===== src/rtl/if_fetch_queue.sv =====
// Instruction-fetch stage with a DEPTH-entry instruction queue.
//
// Holds the fetch PC, issues in-order requests to instruction memory
// (ready/valid), and buffers returned instructions with their PCs. Decode
// consumes entries from the queue head. A redirect (pc_src) clears the
// queue, restarts fetch at new_pc, and marks every outstanding request as
// stale so that its response is dropped when it arrives.
//
// Ports:
//   clk, rst     - clock (rising edge), asynchronous active-high reset
//   pc_src       - redirect request; fetch restarts at new_pc
//   new_pc       - redirect target
//   stall_if     - decode not accepting; head is held
//   bubble_if    - suppress output this cycle without popping
//   imem_req     - request valid; imem_addr carries the fetch PC
//   imem_ready   - memory accepts the request this cycle
//   imem_rvalid  - response valid (in request order, latency >= 1)
//   imem_rdata   - response instruction
//   out_valid    - instr/pc valid to decode
//   instr        - head instruction, or NOP when out_valid is low
//   pc, pc_plus4 - head PC and head PC + INC

module if_fetch_queue #(
  parameter int unsigned     XLEN     = 32,
  parameter int unsigned     DEPTH    = 4,
  parameter logic [XLEN-1:0] PC_RESET = '0,
  parameter int unsigned     INC      = 4,
  parameter logic [XLEN-1:0] NOP      = XLEN'(32'h0000_0013)
) (
  input  logic            clk,
  input  logic            rst,
  input  logic            pc_src,
  input  logic [XLEN-1:0] new_pc,
  input  logic            stall_if,
  input  logic            bubble_if,
  output logic            imem_req,
  output logic [XLEN-1:0] imem_addr,
  input  logic            imem_ready,
  input  logic            imem_rvalid,
  input  logic [XLEN-1:0] imem_rdata,
  output logic            out_valid,
  output logic [XLEN-1:0] instr,
  output logic [XLEN-1:0] pc,
  output logic [XLEN-1:0] pc_plus4
);

  localparam int unsigned     CW      = $clog2(DEPTH + 1);
  localparam int unsigned     PW      = $clog2(DEPTH);
  localparam logic [XLEN-1:0] INC_W   = XLEN'(INC);
  localparam logic [CW:0]     DEPTH_W = (CW + 1)'(DEPTH);
  localparam logic [CW-1:0]   FULL    = CW'(DEPTH);

  logic [XLEN-1:0] fetch_pc;
  logic [XLEN-1:0] resp_pc;
  logic [CW-1:0]   count;
  logic [CW-1:0]   inflight;
  logic [CW-1:0]   discard;
  logic [PW-1:0]   wr_ptr;
  logic [PW-1:0]   rd_ptr;

  logic [XLEN-1:0] pc_mem    [DEPTH];
  logic [XLEN-1:0] instr_mem [DEPTH];

  logic [CW:0]     occupancy;
  logic            fire;
  logic            push;
  logic            pop;
  logic            not_empty;
  logic [XLEN-1:0] head_pc;

  // Credit covers both buffered entries and requests still in flight, so a
  // response always finds a free slot.
  assign occupancy = {1'b0, count} + {1'b0, inflight};
  assign imem_req  = !rst && !pc_src && (occupancy < DEPTH_W);
  assign imem_addr = fetch_pc;
  assign fire      = imem_req && imem_ready;

  // A response is kept only when it is not stale and no redirect is taking
  // effect at the same edge.
  assign push      = imem_rvalid && !pc_src && (discard == '0);

  assign not_empty = (count != '0);
  assign out_valid = not_empty && !bubble_if && !pc_src;
  assign pop       = out_valid && !stall_if;

  // With an empty queue the head position shows the PC of the next entry
  // to arrive, which is PC_RESET after reset and new_pc after a redirect.
  assign head_pc   = not_empty ? pc_mem[rd_ptr] : resp_pc;
  assign pc        = head_pc;
  assign pc_plus4  = head_pc + INC_W;
  assign instr     = out_valid ? instr_mem[rd_ptr] : NOP;

  // NOTE: sequential state uses non-blocking assignments so every register
  // samples pre-edge values, independent of statement order.
  always_ff @(posedge clk or posedge rst) begin
    if (rst) begin
      fetch_pc <= PC_RESET;
      resp_pc  <= PC_RESET;
      count    <= '0;
      inflight <= '0;
      discard  <= '0;
      wr_ptr   <= '0;
      rd_ptr   <= '0;
    end else if (pc_src) begin
      // Every outstanding request belongs to the old path; the one
      // returning at this edge is dropped here, the rest are discarded
      // as they arrive.
      fetch_pc <= new_pc;
      resp_pc  <= new_pc;
      count    <= '0;
      wr_ptr   <= '0;
      rd_ptr   <= '0;
      inflight <= inflight - CW'(imem_rvalid);
      discard  <= inflight - CW'(imem_rvalid);
    end else begin
      if (fire) fetch_pc <= fetch_pc + INC_W;
      inflight <= inflight + CW'(fire) - CW'(imem_rvalid);
      if (imem_rvalid && (discard != '0)) discard <= discard - CW'(1);
      if (push) begin
        resp_pc <= resp_pc + INC_W;
        wr_ptr  <= wr_ptr + PW'(1);
      end
      if (pop) rd_ptr <= rd_ptr + PW'(1);
      count <= count + CW'(push) - CW'(pop);
    end
  end

  // NOTE: the entry storage has no reset; count gates every read, so stale
  // contents are never observed and the array maps onto plain RAM.
  always_ff @(posedge clk) begin
    if (push) begin
      pc_mem[wr_ptr]    <= resp_pc;
      instr_mem[wr_ptr] <= imem_rdata;
    end
  end

`ifndef SYNTHESIS
  no_push_when_full: assert property (
    @(posedge clk) disable iff (rst) push |-> (count != FULL)
  );
`endif

endmodule


===== config.mk =====
export PLATFORM = sky130hd
export DESIGN_NAME = if_fetch_queue
export DESIGN_NICKNAME = d
export VERILOG_FILES = /design/src/rtl/if_fetch_queue.sv
export SDC_FILE = /design/constraint.sdc
export NUM_CORES = 1
export LEC_CHECK = 0
export ABC_AREA = 1
export CAP_MARGIN = 5
export CORE_MARGIN = 3
export CORE_UTILIZATION = 35
export DETAILED_ROUTE_END_ITERATION = 10
export GPL_TIMING_DRIVEN = 0
export PLACE_DENSITY = 0.6
export SLEW_MARGIN = 15
export SYNTH_ARGS = -nofsm -noshare
export SYNTH_HDL_FRONTEND = slang
export SYNTH_SLANG_ARGS = --single-unit

===== constraint.sdc =====
create_clock -name clk -period 11.4 [get_ports clk]
set_input_delay 2.28 -clock clk [delete_from_list [all_inputs] [get_ports clk]]
set_output_delay 2.28 -clock clk [all_outputs]
set_load 0.02 [all_outputs]

==> results.yml, run 1 <==
outcome:
  outcome: "complete, no violations"
setup_path:
  path_class: "input port to primary output"
  critPathTopFamily: "buffers and inverters"
  cpPeakStageDelay_ps: 640
  required_ps: 9120
  worst-path-buf-inv: 5
  crit_fanout: 10
  path_cells: "clkdlybuf4s50_1 -> nor3_2 -> inv_1 -> buf_2 -> buf_2 -> a21oi_1 -> clkdlybuf4s50_1"
  cp_slowest_cell: "clkdlybuf4s50_1"
  cp-start-kind: "input port"
  crit_arrival_ps: 4900
  critPathCaptureType: "primary output"
synth:
  synth.most_common_cell: "nand2_1"
  yosys_warnings: 0
  synth_area_um2: 16700
  syn_nets: 1967
  ys_top_cells_by_count: "500 x nand2_1, 256 x edfxtp_1, 250 x nor2_1"
  synth_top_area_cell: "edfxtp_1"
  avgSynthCellArea_um2: 8.92
  synth_top_cells_by_area: "edfxtp_1 46%, dfrtp_1 12%, nand2_1 11%"
  synth_edf_count: 256
  async_flop_share_pct: 23.1
  ys_ff_latch: 333
  ys.flop_type: "edfxtp_1"
  synth-seq-area-share_pct: 57.4
  yosysUniqueCellTypes: 42
  netlist_instances: 1877
  yosysTopAreaCellShare_pct: 45.9
clocking:
  clock_latency_ps: 560
  ctsResizeCount: 0
  tritoncts: "built"
  hold_buffers: 0
  clk_pin_slew_ps: 50
  clock-root-buffer: "clkbuf_16"
  cts_sinks: 333
  numCtsBuffers: 38
  clockBufferDepth: 3
  post_cts_buffers: 0
  cts-htree-levels: 2
routing:
  first_pass_iters: 5
  avgViaCountPerCell: 5.01
  antenna_left: 0
  drc: 0
  drt-wirelength-per-cell_um: 18.9
  wl_mm: 52.4
  vias: 13900
  drt_iter0_drc: 1004
floorplan:
  dieArea_um2: 50500
  die_y_um: 225
  io_pins: 201
  die_w_um: 225
  core-area_um2: 47000
  rows: 79
  start_util_pct: 35.7
layout:
  drive_above_1_share_pct: 8.25
  area_growth_syn_to_layout_pct: 26.0
  fill_cells: 4462
  stdcell_area_um2: 21100
  final_nets: 2220
power:
  powerDensity_nw_per_um2: 189
  vdd_drop_max_mv: 0.0968
  p_leak_uw: 0.00862
timing:
  skew_ps: 21.2
  rsz0062_at_grt: "false"
  fmax_ghz: 0.139
  period_share_pct: 63.0
  setup_viol: 0
  worst_pin_slew_ps: 814
  hold_viol_final: 0
  post-route-min-period_ps: 7180
  setup_tns_ps: 0
  relSlewSlack_pct: 45.5
  maxSlewViolCount: 0
min_path:
  hold_class: "flip-flop to flip-flop"
placement:
  dpl.hpwl_mm: 37.8
  gp_congestion: 0.886
  io_buffer_count: 200
  post_dp_cell_area_um2: 19900
run:
  cap_violations: 0
global_route:
  grt_max_degree: 45
  grt_use_total_pct: 20.4
  grt_pass1_wl_mm: 79.6
  grt_pass1_vias: 13300
  antenna_found_initial: 1
  gr-total-overflow: 0
## area by class of cell
cell class	count	area (um^2)	share of cell area, %
Timing Repair Buffer	213	2340	11.1
Tap cell	607	759	3.60
Sequential cell	333	9610	45.5
Buffer	74	409	1.94
Antenna cell	1	2.50	0.0119
Clock inverter	10	143	0.676
Inverter	228	861	4.08
Clock buffer	58	1090	5.15
Multi-Input combinational cell	1242	5900	27.9
## registers in the layout, indices dropped and copies added, names as in the netlist
name	cells
rd_ptr	2
pc_mem	128
inflight	3
imem_addr	32
wr_ptr	2
count	3
discard	3
resp_pc	32
instr_mem	128
## cells by family after synthesis
| kind of cell | count (synthesis) | share of synthesized area, % |
|---|---|---|
| xor+xnor | 36 | 1.88 |
| simple gates | 976 | 24.6 |
| compound gates | 211 | 7.08 |
| fa+ha+maj | 19 | 1.51 |
| buf+inv | 302 | 7.57 |
| flops | 333 | 57.4 |
## cells in the final DEF (no fill, tap or decap), drive strengths merged, types with 29 or more instances in the layout
cell,instances
a21oi,53
buf,59
clkbuf,86
clkdlybuf4s50,200
dfrtp,77
edfxtp,256
inv,230
nand2,525
nand3,124
nand4,29
nor2,269
o21ai,108
xor2,35
## power breakdown
group          switching (uW)  internal, uW
registers                 103          1400
logic                     805           461
clock network             494           729
total                    1400          2590
## worst paths after layout
path                                              end  cells after the start  slack [ps]                     start
setup / recovery                            instr[29]                      7        4220                    pc_src
hold reg to reg              imem_addr[1]$_DFFE_PP0P_                      2         470  imem_addr[1]$_DFFE_PP0P_
hold / removal               imem_addr[1]$_DFFE_PP0P_                      2         470  imem_addr[1]$_DFFE_PP0P_
min in group asynchronous      discard[0]$_DFFE_PP0P_                      2        2110                       rst
max in group asynchronous     resp_pc[11]$_DFFE_PP0N_                      3        8690                       rst
setup reg to reg           instr_mem[0][19]$_DFFE_PP_                      8        7970    discard[0]$_DFFE_PP0P_
## tightest hold or removal path: stages (launching register included)
cell,delay [ps]
dfrtp_1,340
nand2_1,50
nand2_1,50
## stage by stage
step	power, uW	util, %	std cells	worst slack [ps]	hold WS [ps]
finish	3990	45.0	2766	4220	473
detailed placement	2800	42.3	2697	4220	462
floorplan	2200	-	1877	4630	476
global route	4170	45.0	2766	4100	497
CTS	4020	45.0	2765	4200	476
global placement	2770	41.6	2684	1410	462
## layer usage
| metal | track usage, % | part of all wire, % | wire, um |
|---|---|---|---|
| met1 | 27.6 | 44 | 23000 |
| met2 | 34.4 | 48 | 25300 |
| met3 | 3.18 | 5.6 | 2960 |
| met4 | 5.19 | 2.1 | 1090 |
| met5 | 0 | 0 | 0 |
(Power assumes the default switching activity.)
==> inputs of run 2 (changes only) <==
Settings changed: PLACE_DENSITY 0.6 to 0.62.
Clock period 11.4 ns to 6.4 ns, I/O delays scaled along.
==> run 2 against run 1 <==
Non-clock buffer count is the same. Wire length shrank 1.0%. Critical endpoint unchanged. Critical path depth is the same. Worst hold slack gained 23 ps.
==> results.yml, run 2 (same netlist as run 1, synthesis figures left out) <==
power:
  powerDensity_nw_per_um2: 338
  p_total_uw: 7150
  vdd_drop_max_mv: 0.172
  p_leak_uw: 0.00863
layout:
  drive_above_1_share_pct: 8.29
  mostFrequentLayoutCells: "500 x nand2_1, 256 x edfxtp_1, 246 x nor2_1"
  regArea_um2: 9610
  final_nets: 2220
  final_common_cell: "nand2_1"
  area_growth_syn_to_layout_pct: 26.2
  stdcell_area_um2: 21100
  reg.largest.list: "instr_mem x128, pc_mem x128"
  fill_cells: 4449
  multi_input_area_um2: 5900
floorplan:
  rows: 79
  die_y_um: 225
  io_pins: 201
  core-area_um2: 47000
  die_w_um: 225
  dieArea_um2: 50500
  start_util_pct: 35.7
clocking:
  clock-root-buffer: "clkbuf_16"
  hold_buffers: 0
  post_cts_buffers: 0
  tritoncts: "built"
  cts-htree-levels: 2
  cts_sinks: 333
  clockBufferDepth: 3
  clk_pin_slew_ps: 60
  clock_latency_ps: 550
  ctsResizeCount: 0
  numCtsBuffers: 38
outcome:
  outcome: "complete, no violations"
min_path:
  hold_class: "flip-flop to flip-flop"
  hp-start: "imem_addr[1]$_DFFE_PP0P_"
setup_path:
  crit_arrival_ps: 3940
  path_class: "input port to primary output"
  timing.rr.start: "discard[0]$_DFFE_PP0P_"
  required_ps: 5120
  cp-startpoint: "pc_src"
  critPathCaptureType: "primary output"
  crit_fanout: 10
  cp-start-kind: "input port"
run:
  cap_violations: 0
timing:
  relSlewSlack_pct: 44.2
  setup_tns_ps: 0
  maxSlewViolCount: 0
  period_share_pct: 81.5
  setup_viol: 0
  worst_pin_slew_ps: 834
  hold_viol_final: 0
  hold_slack_ps: 496
  rsz0062_at_grt: "false"
  skew_ps: 18.6
  fmax_ghz: 0.192
  post-route-min-period_ps: 5220
routing:
  drc: 0
  antenna_left: 0
  drt-wirelength-per-cell_um: 18.7
  wl_mm: 51.8
  drt_iter0_drc: 1084
  first_pass_iters: 5
  vias: 13800
  avgViaCountPerCell: 4.99
global_route:
  antenna_found_initial: 1
  grt_pass1_vias: 13300
  grt_pass1_wl_mm: 79.1
  gr-total-overflow: 0
  grt_max_degree: 58
  grt_use_total_pct: 20.3
placement:
  dpl.hpwl_mm: 37.4
  io_buffer_count: 200
  gp_congestion: 0.914
  post_dp_cell_area_um2: 19900
==> run 2: per-layer routing <==
layer	vias to the layer above	track usage [%]	share of wire, %
li1	6675	-	-
met1	6570	28.1	44
met2	489	33.5	48
met3	77	2.71	6.4
met4	0	6.05	2.1
met5	-	0	0
==> run 2: per-stage QoR <==
step           std cells  utilization, %  setup slack, ps
2_1_floorplan       1877               -             1250
3_3_place_gp        2684            41.6            -2590
3_5_place_dp        2697            42.3             1200
4_1_cts             2765            45.0             1190
5_1_grt             2766            45.0             1150
6_report            2767            45.0             1180
==> run 2: final cells by class <==
class / instances / area share (%)
clock inverters: 21 / 1.10
multi-input cells: 1242 / 27.9
clock buffers: 47 / 4.81
repair buffers: 213 / 11.1
well taps: 607 / 3.59
plain buffers: 74 / 1.94
inverters: 228 / 4.07
flip-flops and latches: 333 / 45.5
diodes: 2 / 0.0237
==> run 2: path summary, 6_finish.rpt <==
kind | end | slack (ps) | depth (start not counted)
min reg2reg | imem_addr[1]$_DFFE_PP0P_ | 500 | 2
min in group asynchronous | discard[1]$_DFFE_PP0P_ | 1040 | 2
max | instr[29] | 1180 | 7
max reg2reg | instr_mem[2][31]$_DFFE_PP_ | 2960 | 8
max in group asynchronous | resp_pc[5]$_DFFE_PP0N_ | 4760 | 3
min | imem_addr[1]$_DFFE_PP0P_ | 500 | 2
==> run 2: worst max-delay path, cell delays in order <==
cell and delay, ps:
clkdlybuf4s50_1 540, nor3_2 570, inv_1 200, buf_2 250
buf_2 230, a21oi_1 220, clkdlybuf4s50_1 640
==> run 2: where the power goes <==
group	switching, uW	internal, uW	total (uW)
Combinational	1430	821	2250
Clock	883	1330	2210
Sequential	185	2500	2680
